**src/rtl/hs_fifo_afifo.sv**
```systemverilog
`default_nettype none
// ============================================================================
// Module      : hs_fifo_afifo
// Description : Single-clock packet-aware FWFT FIFO; write beats become
//               readable only once a wlast beat commits the packet.
// Revision    : 1.0 - initial release
// ============================================================================
module hs_fifo_afifo #(
  parameter int DATA_WIDTH = 32,
  parameter int FIFO_DEPTH = 16,
  parameter int AFULL_LVL  = 12,
  parameter int AEMPTY_LVL = 4,
  parameter int LW         = $clog2(FIFO_DEPTH + 1)
) (
  input  logic                  clk,
  input  logic                  rst,
  input  logic                  wvalid,
  output logic                  wready,
  input  logic [DATA_WIDTH-1:0] wdata,
  input  logic                  wlast,
  input  logic                  wdrop,
  output logic                  walmost_full,
  output logic [LW-1:0]         wlevel,
  input  logic                  rready,
  output logic                  rvalid,
  output logic [DATA_WIDTH-1:0] rdata,
  output logic                  rlast,
  output logic                  ralmost_empty,
  output logic [LW-1:0]         rlevel
);

  localparam int AW = $clog2(FIFO_DEPTH);
  localparam int PW = AW + 1;

  localparam logic [PW-1:0] C_DEPTH  = PW'(FIFO_DEPTH);
  localparam logic [LW-1:0] C_AFULL  = LW'(AFULL_LVL);
  localparam logic [LW-1:0] C_AEMPTY = LW'(AEMPTY_LVL);

  logic [DATA_WIDTH:0] r_mem [FIFO_DEPTH];
  logic [PW-1:0]       r_wr_ptr;
  logic [PW-1:0]       r_cm_ptr;
  logic [PW-1:0]       r_rd_ptr;

  logic [PW-1:0]       w_wr_diff;
  logic [PW-1:0]       w_cm_diff;
  logic [PW-1:0]       w_wr_ptr_inc;
  logic                w_wr_acc;
  logic                w_rd_acc;
  logic [DATA_WIDTH:0] w_head;

  // Extra pointer bit distinguishes full (diff == depth) from empty (diff == 0)
  assign w_wr_diff    = r_wr_ptr - r_rd_ptr;
  assign w_cm_diff    = r_cm_ptr - r_rd_ptr;
  assign w_wr_ptr_inc = r_wr_ptr + PW'(1);

  assign wready   = !rst && (w_wr_diff != C_DEPTH);
  assign rvalid   = !rst && (r_cm_ptr != r_rd_ptr);
  assign w_wr_acc = wvalid && wready;
  assign w_rd_acc = rvalid && rready;

  assign wlevel        = rst ? '0 : LW'(w_wr_diff);
  assign rlevel        = rst ? '0 : LW'(w_cm_diff);
  assign walmost_full  = (wlevel >= C_AFULL);
  assign ralmost_empty = (rlevel <= C_AEMPTY);

  assign w_head = r_mem[r_rd_ptr[AW-1:0]];
  assign rdata  = w_head[DATA_WIDTH-1:0];
  assign rlast  = w_head[DATA_WIDTH];

  always_ff @(posedge clk) begin
    if (rst) begin
      r_wr_ptr <= '0;
      r_cm_ptr <= '0;
      r_rd_ptr <= '0;
    end else begin
      if (w_wr_acc) begin
        // A drop rewinds the speculative pointer, discarding the open packet
        if (wdrop) begin
          r_wr_ptr <= r_cm_ptr;
        end else begin
          r_wr_ptr <= w_wr_ptr_inc;
          if (wlast) begin
            r_cm_ptr <= w_wr_ptr_inc;
          end
        end
      end
      if (w_rd_acc) begin
        r_rd_ptr <= r_rd_ptr + PW'(1);
      end
    end
  end

  always_ff @(posedge clk) begin
    if (w_wr_acc && !wdrop) begin
      r_mem[r_wr_ptr[AW-1:0]] <= {wlast, wdata};
    end
  end

endmodule
`default_nettype wire

```
**config.mk**
```make
export PLATFORM = sky130hd
export DESIGN_NAME = hs_fifo_afifo
export DESIGN_NICKNAME = d
export VERILOG_FILES = /design/src/rtl/hs_fifo_afifo.sv
export SDC_FILE = /design/constraint.sdc
export NUM_CORES = 1
export LEC_CHECK = 0
export ABC_CLOCK_PERIOD_IN_PS = 4000
export BUFFER_PORTS_ARGS = -buffer_cell sky130_fd_sc_hd__buf_4
export CORE_MARGIN = 1.5
export CORE_UTILIZATION = 61
export DETAILED_ROUTE_END_ITERATION = 10
export GPL_TIMING_DRIVEN = 0
export PLACE_DENSITY = 0.79
export SETUP_SLACK_MARGIN = 0.2
export SYNTH_ARGS = -nofsm -noshare
export SYNTH_HDL_FRONTEND = slang
export SYNTH_SLANG_ARGS = --single-unit
```
**constraint.sdc**
```tcl
create_clock -name clk -period 4 [get_ports clk]
set_input_delay 0.8 -clock clk [delete_from_list [all_inputs] [get_ports clk]]
set_output_delay 0.8 -clock clk [all_outputs]
set_load 0.005 [all_outputs]
```
==> out/results.env <==
OUTCOME='finished, final reports clean'
TIMING.CRITICAL_PATH.FANOUT_MAX=10
INTERNAL_POWER_mW=9.494
INITIAL_ANTENNA_VIOLATION_COUNT=0
POST-ROUTE-WORST-SETUP-SLACK_NS=0.3434
YOSYS_MOST_USED_DFF='edfxtp_1'
IO_BUFFER_COUNT=84
FINALSETUPVIOLATIONS=0
DETAIL_ROUTE.ITER0.VIOLATIONS=1267
DRT_WL_TOTAL_MM=47.47
CTS-ROOT-BUF='clkbuf_16'
FINAL_AREA_UM2=24530
PLACEDCELLCOUNT=1465
END_KIND='output port'
POSTSYNTHNETCOUNT=963
FP-ROW-COUNT=68
CLOCK_INSERTION_DELAY_WORST_SKEW_NS=0.57
GRT_FIRST_PASS_WIRELENGTH_MM=69.19
NFILLCELLS=1993
MAXCLOCKFREQUENCY_GHz=0.2735
POST_SYNTH_INSTANCE_AREA_UM2=21320
POST_SYNTH_NUM_CELL_TYPES=46
DRT-PASS1-ITER-COUNT=5
P_LEAK_nW=7.712
CRIT_TYPE='flip-flop to output port'
POST_ROUTE_CELLS_DRIVE_ABOVE_1_SHARE_PCT=35.02
GRT_MAX_DEGREE=27
MAX_TRANSITION_MARGIN_PCT=22.90
UTILIZATION_PCT=71.20
FIN_WORST_HOLD_SLACK_NS=0.5218
SETUP_REPAIR_AFTER_GLOBAL_ROUTING_MISSED_ITS_MARGIN='false'
GLOBAL_ROUTE.USAGE.MET3_PCT=4.372
CLOCK_TREE.BUFFER_DEPTH=3
GRT_PASS1_VIAS=10650
DRT.ANTENNA.VIOLATING_NETS=0
RATIO_OF_FINAL_MINIMUM_PERIOD_TO_CLOCK_PERIOD_PCT=91.42
CTS_HOLD_BUF=0
COUNT_OF_MAPPED_CELLS_OUT_OF_SYNTHESIS=910
INSTANCES_NO_FILL=1563
SYNTH_COMMONEST_CELLS='edfxtp_1 (528), mux4_2 (165), clkbuf_1 (20)'
CTS.SINK_COUNT=547
SYNTHTOLAYOUTAREAGROWTH_PCT=15.08
GRT_USE_MET2_PCT=46.98
FINAL_NETS=1119
PEAKVDDDROP_mV=0.3208
TIGHTESTPINTRANSITION_NS=1.157
HTREE_LEVELS=2
GLOBAL_ROUTE.USAGE.MET1_PCT=36.09
WORST-ENDPOINT-ARRIVAL_NS=2.86
ASYNC_RESET_FF_SHARE_PCT=0
CRITPATHREQUIREDTIME_NS=3.20
CTS_CLOCK_PIN_SLEW_FOR_THE_WORST_SETUP_AND_HOLD_PATHS_NS=0.06
SYNTHDOMINANTCELLAREASHARE_PCT=74.37
POSTSYNTHREGISTERBITS=547
SYNTHESIS.YOSYS.WARNINGS=0
DR_TOTAL_VIAS=10340
POWER.DENSITY_CELL_AREA_nW_PER_UM2=491.9
POWER_SWITCHING_mW=2.575
SW_FRAC_OF_TOTAL_PCT=21.34
P_SEQ_SHARE_PCT=52.7
GR-TOTAL-OVERFLOW=0
SYNTH.YOSYS.SEQ_AREA_SHARE_PCT=76.15
PLACE.GP.CONGESTION=0.8215
POST_DRT_WL_PER_CELL_UM=30.37
GRT_TOTAL_USAGE_PCT=27.33
RESIDUAL_DRC=0
TRITONCTS='built'
SYN_AREA_PER_CELL_UM2=23.43
ANTENNA_CELLS_INSERTED=0
FLOORPLAN.IO_PINS=85
PERIOD_MINUS_SLACK_NS=3.657
CORE-AREA_UM2=34460
HOLDCRITPATHCLASS='input port to flip-flop'
CAP_VIOLATIONS=0
DP_HPWL_MM=26.66
POWER.COMBINATIONAL.FRACTION_PCT=9.0
GRT_BUSIEST_LAYER='met2'
CLOCKPOWERSHARE_PCT=38.3
DRV_SLEW=0
REPORT.POWER.TOTAL_mW=12.07
FINAL_HOLD_VIOL_COUNT=0
INITIAL_CORE_UTIL_PCT=61.87
DIEAREA_UM2=36080
PRECTSSETUPSLACK_NS=0.1702
POST_DRT_VIA_CELL_RATIO=6.616
WORST_SETUP_PATH_START_KIND='flip-flop'
SYNTH.LARGEST_AREA_CELL='edfxtp_1'
DETAILED_PLACE.AREA_UM2=22880
LARGEST_CLOCK_SKEW_IN_THE_FINAL_DESIGN_NS=0.009276
YOSYS-TOP-CELLS-AREA='edfxtp_1 (74%), mux4_2 (17%), dfxtp_1 (1.8%), ha_1 (0.76%), and4_1 (0.74%)'
SYNTHMOSTINSTANTIATEDCELL='edfxtp_1'
DIE_HEIGHT_UM=190.0
DIE_WIDTH_UM=190.0
TRITONCTS.NUM_BUFFERS=53
SYNTH-EDFF-COUNT=528
FIN_SETUP_TNS_NS=0
## final timing paths
| path | to | slack, ns | cells after the start | start |
|---|---|---|---|---|
| setup / recovery | rdata[30] | 0.34 | 5 | flip-flop |
| hold / removal | r_mem[15][2]$_DFFE_PP_ | 0.52 | 1 | wdata[2] |
| setup reg to reg | r_mem[2][16]$_DFFE_PP_ | 0.46 | 9 | r_rd_ptr[1]$_SDFFE_PP0P_ |
| hold reg to reg | r_cm_ptr[3]$_SDFFE_PP0P_ | 0.52 | 2 | r_cm_ptr[3]$_SDFFE_PP0P_ |
## layout make-up
cell class	count	area [um2]	area share, %
Timing Repair Buffer	101	973.4	3.968
Inverter	12	45.04	0.1836
Tap cell	455	569.3	2.320
Clock buffer	76	1485	6.053
Multi-Input combinational cell	304	4813	19.62
Clock inverter	21	126.4	0.5151
Sequential cell	547	16240	66.17
Buffer	47	286.5	1.168
## critical path, cell delays in order (launching register included)
cell,delay (ns)
dfxtp_1,0.30
buf_2,0.22
buf_2,0.47
mux4_2,0.62
mux4_2,0.51
buf_4,0.16
## state kept, by name (all words and copies together), names as in the netlist, named ones only
register and cells:
r_cm_ptr 5, r_mem 528, r_rd_ptr 5, r_wr_ptr 5
## cells by family (layout without fill, tap and decap cells)
group | count (synthesis) | count (layout) | share of synthesized area [%]
AO/OA/AOI/OAI | 36 | 36 | 1.285
XOR/XNOR | 15 | 15 | 0.6866
adder cells (fa/ha/maj) | 15 | 15 | 0.9507
buffers and inverters | 59 | 257 | 1.420
flip-flops | 547 | 547 | 76.15
multiplexers | 169 | 169 | 17.62
AND/OR/NAND/NOR | 69 | 69 | 1.890
## routing by layer
layer | vias to the layer above | wire (um) | share of wire, %
met3 | 97 | 3471 | 7.3
met2 | 561 | 25050 | 53
met1 | 5476 | 17620 | 37
li1 | 4207 | - | -
met5 | - | 0 | 0
met4 | 0 | 1330 | 2.8
## what timing repair did
| item | 4_1_cts | 5_1_grt |
|---|---|---|
| hold endpoints to repair | 0 | 0 |
| gates resized for setup | 16 | 8 |
| endpoints found under the setup margin | 70 | 28 |
| pin swaps | 1 | 0 |
| buffers inserted | 1 | 0 |
## placed cells by master, fill, tap and decap left out, types with 4 or more instances in the layout
master,instances
buf_6,9
edfxtp_1,528
nor2b_1,4
xnor2_1,8
clkbuf_16,55
and4_2,16
mux2i_1,4
buf_1,5
clkbuf_1,29
inv_1,11
clkbuf_4,4
clkinv_1,10
mux4_2,165
ha_1,13
nor3_1,4
dfxtp_1,19
buf_12,14
nand3_1,4
o21ai_0,4
nand2_1,10
buf_4,87
buf_2,11
xor2_1,5
clkbuf_2,5
clkinv_2,7
o311ai_0,4
nor2_1,19
## power groups by stage
stage / Sequential [mW] / Clock (mW) / Combinational [mW]
after floorplan: 6.47 / 0 / 0.666
after global placement: 6.47 / 0 / 1.04
after detailed placement: 6.47 / 0 / 1.07
after CTS: 6.35 / 4.69 / 1.10
after global routing: 6.36 / 4.89 / 1.16
final: 6.36 / 4.63 / 1.09
Power figures use the tool's default switching activity.
